File: src/rtl/singles_arbiter_pkg.sv
// singles_arbiter_pkg: shared definitions for the singles arbiter.
//   - Output word framing constants (frame marker, single/tag flag values).
//   - Arbiter state encoding.
//   - Time-tag word assembly.
package singles_arbiter_pkg;

    localparam logic [4:0] FRAME_BITS  = 5'b11111;
    localparam logic       SINGLE_FLAG = 1'b1;
    localparam logic       TAG_FLAG    = 1'b0;

    localparam int unsigned TagWordBits    = 128;
    // Everything below the frame marker and the flag bit.
    localparam int unsigned TagPayloadBits = 122;

    typedef enum logic [1:0] {
        StArb   = 2'd0,
        StDrain = 2'd1,
        StTag   = 2'd2
    } arb_state_e;

    // Tag word: frame marker, tag flag, then the zero-extended time-tag value.
    function automatic logic [TagWordBits-1:0] make_tag_word(
        input logic [TagPayloadBits-1:0] payload
    );
        return {FRAME_BITS, TAG_FLAG, payload};
    endfunction

endpackage

File: src/rtl/singles_arbiter_rr_pick.sv
// singles_arbiter_rr_pick: round-robin picker.
//   Returns the first set request at or after the pointer, wrapping cyclically.
//   Ports:
//     req_i   - request vector, one bit per requester
//     ptr_i   - index where the search starts
//     valid_o - at least one request is set
//     idx_o   - chosen requester index (0 when valid_o is low)
module singles_arbiter_rr_pick #(
    parameter int unsigned NBLK = 4,
    localparam int unsigned PtrW = (NBLK > 1) ? $clog2(NBLK) : 1
) (
    input  logic [NBLK-1:0] req_i,
    input  logic [PtrW-1:0] ptr_i,
    output logic            valid_o,
    output logic [PtrW-1:0] idx_o
);

    always_comb begin
        int unsigned cand;
        valid_o = 1'b0;
        idx_o   = '0;
        cand    = 0;
        for (int unsigned k = 0; k < NBLK; k++) begin
            cand = (32'(ptr_i) + k) % NBLK;
            if (!valid_o && req_i[cand[PtrW-1:0]]) begin
                valid_o = 1'b1;
                idx_o   = cand[PtrW-1:0];
            end
        end
    end

endmodule

File: src/rtl/singles_arbiter.sv
// singles_arbiter: merges per-block single-event streams onto one output stream.
//   Blocks are granted round-robin. On period_done the arbiter drains only the
//   blocks flagging a straddling event, then emits one time-tag word and
//   returns to normal arbitration.
//   Ports:
//     clk_i, rst_ni         - clock, asynchronous active-low reset
//     in_valid_i/in_ready_o - per-block handshake (at most one ready bit set)
//     in_data_i             - block i at [i*DATA_BITS +: DATA_BITS]
//     in_stall_i            - block holds an event straddling the period boundary
//     period_done_i         - one-cycle end-of-period pulse
//     tt_value_i            - time-tag value, sampled with period_done_i
//     out_valid_o/out_ready_i, out_data_o, out_is_tag_o - registered output word
//     drain_timeouts_o      - saturating count of tags forced by drain timeout
//     tag_overruns_o        - saturating count of period pulses lost to a pending tag
module singles_arbiter
    import singles_arbiter_pkg::*;
#(
    parameter int unsigned NBLK          = 4,
    parameter int unsigned DATA_BITS     = 128,
    parameter int unsigned TT_BITS       = 48,
    parameter int unsigned DRAIN_TIMEOUT = 256
) (
    input  logic                      clk_i,
    input  logic                      rst_ni,
    input  logic [NBLK-1:0]           in_valid_i,
    output logic [NBLK-1:0]           in_ready_o,
    input  logic [NBLK*DATA_BITS-1:0] in_data_i,
    input  logic [NBLK-1:0]           in_stall_i,
    input  logic                      period_done_i,
    input  logic [TT_BITS-1:0]        tt_value_i,
    output logic                      out_valid_o,
    input  logic                      out_ready_i,
    output logic [DATA_BITS-1:0]      out_data_o,
    output logic                      out_is_tag_o,
    output logic [15:0]               drain_timeouts_o,
    output logic [15:0]               tag_overruns_o
);

    localparam int unsigned PtrW = (NBLK > 1) ? $clog2(NBLK) : 1;
    localparam int unsigned CntW = (DRAIN_TIMEOUT > 2) ? $clog2(DRAIN_TIMEOUT) : 1;
    localparam logic [CntW-1:0] CntLast = CntW'(DRAIN_TIMEOUT - 1);

    arb_state_e            state_q;
    logic [PtrW-1:0]       ptr_q;
    logic                  tag_pending_q;
    logic [TT_BITS-1:0]    tt_q;
    logic [CntW-1:0]       to_cnt_q;
    logic                  out_valid_q;
    logic [DATA_BITS-1:0]  out_data_q;
    logic                  out_is_tag_q;
    logic [15:0]           drain_timeouts_q;
    logic [15:0]           tag_overruns_q;

    logic                  free;
    logic [NBLK-1:0]       eligible;
    logic                  pick_valid;
    logic [PtrW-1:0]       pick_idx;
    logic [PtrW-1:0]       next_ptr;
    logic                  to_hit;
    logic                  drain_exit;
    logic                  grant;
    logic [DATA_BITS-1:0]  grant_data;

    singles_arbiter_rr_pick #(
        .NBLK (NBLK)
    ) u_rr_pick (
        .req_i   (eligible),
        .ptr_i   (ptr_q),
        .valid_o (pick_valid),
        .idx_o   (pick_idx)
    );

    always_comb begin
        free       = !out_valid_q || out_ready_i;
        // While a tag is pending only blocks holding a straddling event may send.
        eligible   = in_valid_i & (tag_pending_q ? in_stall_i : {NBLK{1'b1}});
        to_hit     = (to_cnt_q == CntLast);
        drain_exit = (state_q == StDrain) && free && ((in_stall_i == '0) || to_hit);
        // Reset gates the grant so in_ready drops the moment reset asserts.
        grant      = rst_ni && free && pick_valid &&
                     ((state_q == StArb) || ((state_q == StDrain) && !drain_exit));
        grant_data = in_data_i[32'(pick_idx)*DATA_BITS +: DATA_BITS];
        if (32'(pick_idx) == NBLK - 1) begin
            next_ptr = '0;
        end else begin
            next_ptr = pick_idx + PtrW'(1);
        end
        in_ready_o = '0;
        if (grant) begin
            in_ready_o[pick_idx] = 1'b1;
        end
    end

    always_ff @(posedge clk_i or negedge rst_ni) begin
        if (!rst_ni) begin
            state_q          <= StArb;
            ptr_q            <= '0;
            tag_pending_q    <= 1'b0;
            tt_q             <= '0;
            to_cnt_q         <= '0;
            out_valid_q      <= 1'b0;
            out_data_q       <= '0;
            out_is_tag_q     <= 1'b0;
            drain_timeouts_q <= '0;
            tag_overruns_q   <= '0;
        end else begin
            if (out_valid_q && out_ready_i) begin
                out_valid_q <= 1'b0;
            end

            if (grant) begin
                out_valid_q  <= 1'b1;
                out_data_q   <= grant_data;
                out_is_tag_q <= 1'b0;
                ptr_q        <= next_ptr;
            end

            // A second pulse before the tag leaves is lost; the first value is kept.
            if (period_done_i) begin
                if (tag_pending_q) begin
                    if (tag_overruns_q != 16'hFFFF) begin
                        tag_overruns_q <= tag_overruns_q + 16'd1;
                    end
                end else begin
                    tt_q          <= tt_value_i;
                    tag_pending_q <= 1'b1;
                end
            end

            unique case (state_q)
                StArb: begin
                    if (tag_pending_q) begin
                        state_q  <= StDrain;
                        to_cnt_q <= '0;
                    end
                end
                StDrain: begin
                    if (!to_hit) begin
                        to_cnt_q <= to_cnt_q + CntW'(1);
                    end
                    if (drain_exit) begin
                        state_q <= StTag;
                        // Only a forced exit with stalls still outstanding is a timeout.
                        if (to_hit && (in_stall_i != '0) && (drain_timeouts_q != 16'hFFFF)) begin
                            drain_timeouts_q <= drain_timeouts_q + 16'd1;
                        end
                    end
                end
                StTag: begin
                    if (free) begin
                        out_valid_q   <= 1'b1;
                        out_data_q    <= make_tag_word(TagPayloadBits'(tt_q));
                        out_is_tag_q  <= 1'b1;
                        tag_pending_q <= 1'b0;
                        state_q       <= StArb;
                    end
                end
                default: state_q <= StArb;
            endcase
        end
    end

    assign out_valid_o      = out_valid_q;
    assign out_data_o       = out_data_q;
    assign out_is_tag_o     = out_is_tag_q;
    assign drain_timeouts_o = drain_timeouts_q;
    assign tag_overruns_o   = tag_overruns_q;

endmodule
File: config.mk
export PLATFORM = sky130hd
export DESIGN_NAME = singles_arbiter
export DESIGN_NICKNAME = d
export VERILOG_FILES = /design/src/rtl/singles_arbiter_pkg.sv /design/src/rtl/singles_arbiter_rr_pick.sv /design/src/rtl/singles_arbiter.sv
export SDC_FILE = /design/constraint.sdc
export NUM_CORES = 1
export LEC_CHECK = 0
export ABC_AREA = 1
export BUFFER_PORTS_ARGS = -buffer_cell sky130_fd_sc_hd__clkbuf_2
export CAP_MARGIN = 25
export CORE_AREA = 2 2 285 287
export CTS_CLUSTER_DIAMETER = 50
export DETAILED_ROUTE_END_ITERATION = 16
export DIE_AREA = 0 0 287 289
export GPL_TIMING_DRIVEN = 0
export PLACE_DENSITY = 0.53
export SYNTH_ARGS = -nofsm -noshare
export SYNTH_HDL_FRONTEND = slang
export SYNTH_SLANG_ARGS = --single-unit
File: constraint.sdc
create_clock -name clk_i -period 2.7 [get_ports clk_i]
set_clock_uncertainty 0.1 [all_clocks]
set_input_delay 0.27 -clock clk_i [delete_from_list [all_inputs] [get_ports clk_i]]
set_output_delay 0.27 -clock clk_i [all_outputs]
set_load 0.05 [all_outputs]
==> impl_metrics.env <==
export IMPL_async_reset_ff_frac=1.00
export IMPL_fillers=8981
export IMPL_rsz0062_at_grt="true"
export IMPL_seqCellArea_um2=5580
export IMPL_die_w_um=287
export IMPL_worstHoldStart="in_data_i[117]"
export IMPL_postRouteAntennaNets=0
export IMPL_syn_avg_cell_area_um2=6.28
export IMPL_drc_errors=0
export IMPL_vias_per_cell=4.50
export IMPL_final_util=0.324
export IMPL_rows=104
export IMPL_die_h_um=289
export IMPL_ys_seq_elements=223
export IMPL_numPortBuffers=737
export IMPL_power_leakage_nw=15.1
export IMPL_cts_root_buffer="clkbuf_16"
export IMPL_power_density_nw_per_um2=1540
export IMPL_grt_max_degree=80
export IMPL_worst_hold_slack_ns=0.0317
export IMPL_yosys_top_cells_area="dfrtp_1 (33%), inv_1 (15%), nand2_1 (13%)"
export IMPL_synth_edff_count=0
export IMPL_ys_seq_area_frac=0.328
export IMPL_grt_pass1_vias=20500
export IMPL_setup_violations=7
export IMPL_dp_cells=4506
export IMPL_holdPathStages=7
export IMPL_route_vias_total=21200
export IMPL_cts_max_path_buffers=3
export IMPL_fin_crit_ns=3.00
export IMPL_antenna_found_initial=14
export IMPL_place_congestion=0.942
export IMPL_reg2reg_depth=14
export IMPL_dr_pass1_iters=8
export IMPL_max_freq_mhz=333
export IMPL_setup_tns_ns=-1.49
export IMPL_rrSetupSlack_ns=-0.16
export IMPL_wl_per_cell_um=20.1
export IMPL_relSlewSlack=0.336
export IMPL_synth_area_um2=17000
export IMPL_multi_input_area_um2=8400
export IMPL_ir_worst_vdd_uv=804
export IMPL_fin_nets=4179
export IMPL_drive_gt1_frac=0.316
export IMPL_htreeDepth=2
export IMPL_cts_sinks=223
export IMPL_crit_fanout=7
export IMPL_final_period_utilization=1.11
export IMPL_ys_flop_type="dfrtp_1"
export IMPL_dr_first_iter_drc_count=1357
export IMPL_hold_class="in2reg"
export IMPL_netlist_instances=2707
export IMPL_yosys_area_top_type="dfrtp_1"
export IMPL_final_cell_mix="clkbuf_2 (751), inv_1 (663), nand2_1 (560), nand3_1 (399), nand4_1 (263)"
export IMPL_hpwl_mm=74.2
export IMPL_grt_first_pass_wirelength_mm=134
export IMPL_cts_buffers_inserted=41
export IMPL_r2r_end="out_data_o[124]"
export IMPL_hold_violations=0
export IMPL_grt_overflow_total=0
export IMPL_tritoncts="yes"
export IMPL_synth_cell_type_count=28
export IMPL_initial_core_util=0.213
export IMPL_crit_required_ns=2.33
export IMPL_setup_slack_ns=-0.305
export IMPL_worstSetupEndpointType="output pin"
export IMPL_setup_worst_path_class="reg2out"
export IMPL_clk_pin_slew_ns=0.05
export IMPL_worst_pin_slew_ns=0.997
export IMPL_coreArea_um2=79900
export IMPL_area_growth_pct=52.3
export IMPL_io_pins=738
export IMPL_r2r_start="ptr_q[0]"
export IMPL_syn_nets=3286
export IMPL_final_max_slew_viol_count=0
export IMPL_grt_usage=0.218
export IMPL_status="finished with violations"
export IMPL_worstSkewPairLatency_ns=0.56
export IMPL_hold_path_end="out_data_o[117]"
export IMPL_final_cell_count_no_fill=4700
export IMPL_die_area_um2=82900
export IMPL_layout_commonest_cell="clkbuf_2"
export IMPL_arrival_ns=2.63
export IMPL_failed_checks="setup timing"
export IMPL_crit_path_start_kind="flip-flop"
export IMPL_yosys_warnings=0
export IMPL_synth_top_area_frac=0.328
export IMPL_drt_total_wl_mm=94.7
export IMPL_maxCapViolCount=0
==> metal layers <==
layer	track usage	vias up	wire, µm
li1	-	10200	-
met1	0.283	9958	39900
met2	0.370	828	45300
met3	0.0384	138	6970
met4	0.0626	10	2430
met5	0	-	66
==> worst max-delay path, stage by stage, from the launching register on <==
cell	delay, ns
dfrtp_1	0.37
buf_6	0.15
buf_4	0.14
nand3_2	0.10
nand3_2	0.10
nand2_4	0.11
buf_12	0.11
nand4_1	0.13
nand2_4	0.17
inv_4	0.05
buf_12	0.13
buf_12	0.13
ha_4	0.15
inv_2	0.06
nor2_4	0.03
buf_8	0.14
==> worst max path at each step <==
| stage | startpoint | to |
|---|---|---|
| 6_report | ptr_q[0] | in_ready_o[1] |
| 3_3_place_gp | rst_ni | out_data_o[47] |
| 4_1_cts | tag_pending_q | in_ready_o[2] |
| 5_1_grt | ptr_q[0] | in_ready_o[3] |
| 2_1_floorplan | ptr_q[0] | in_ready_o[3] |
| 3_5_place_dp | rst_ni | out_data_o[47] |
==> per-stage QoR <==
stage | cell area [µm²] | setup WS [ns] | total power, mW
after global routing | 25900 | -0.432 | 42.6
after global placement | 22000 | -5.07 | 30.5
after CTS | 25200 | -0.369 | 38.6
final | 25900 | -0.305 | 39.9
after floorplan | 17000 | 0.0589 | 21.8
after detailed placement | 22100 | -1.13 | 30.6
==> registers in the layout, indices dropped and copies added, names as in the netlist <==
signal	flops
out_is_tag_o	1
drain_timeouts_o	16
tag_overruns_o	16
out_valid_o	1
out_data_o	128
tag_pending_q	1
ptr_q	2
tt_q	48
state_q	2
to_cnt_q	8
==> cells by family after synthesis <==
| kind of cell | count (synthesis) | share of synthesized area |
|---|---|---|
| AOI/OAI and AO/OA | 66 | 0.0199 |
| buffers and inverters | 867 | 0.202 |
| adders and majority gates | 7 | 0.00515 |
| xor gates and xnor gates | 30 | 0.0155 |
| and+or+nand+nor | 1465 | 0.397 |
| DFF | 223 | 0.328 |
| muxes | 49 | 0.0325 |
==> area by class of cell <==
type / instances / area share
multi-input cells: 1617 / 0.324
clock buffers: 45 / 0.0418
inverters: 673 / 0.0988
flip-flops and latches: 223 / 0.216
plain buffers: 189 / 0.0592
clock inverters: 30 / 0.0153
repair buffers: 855 / 0.193
well taps: 1060 / 0.0512
diodes: 8 / 0.000773
==> cell usage after synthesis, types with 13 or more instances <==
| cell | count |
|---|---|
| inv_1 | 668 |
| clkbuf_1 | 48 |
| nand3_1 | 419 |
| buf_1 | 13 |
| a21oi_1 | 54 |
| nand4_1 | 263 |
| nand2_1 | 571 |
| nor2_1 | 194 |
| mux2_2 | 49 |
| xor2_1 | 16 |
| dfrtp_1 | 223 |
| xnor2_1 | 14 |
| buf_2 | 129 |
==> power by group <==
group	switching, mW	internal [mW]
Combinational	19.3	9.18
Clock	2.11	3.54
Sequential	0.904	4.84
==> timing repair <==
action,CTS,global route
endpoints found under the setup margin,136,147
pin swaps,27,17
hold buffers,79,0
endpoints found under the hold margin,144,0
gates cloned,0,3
gates resized for setup,193,196
buffers inserted,26,9
No activity file was read; power rests on OpenSTA's default activity.
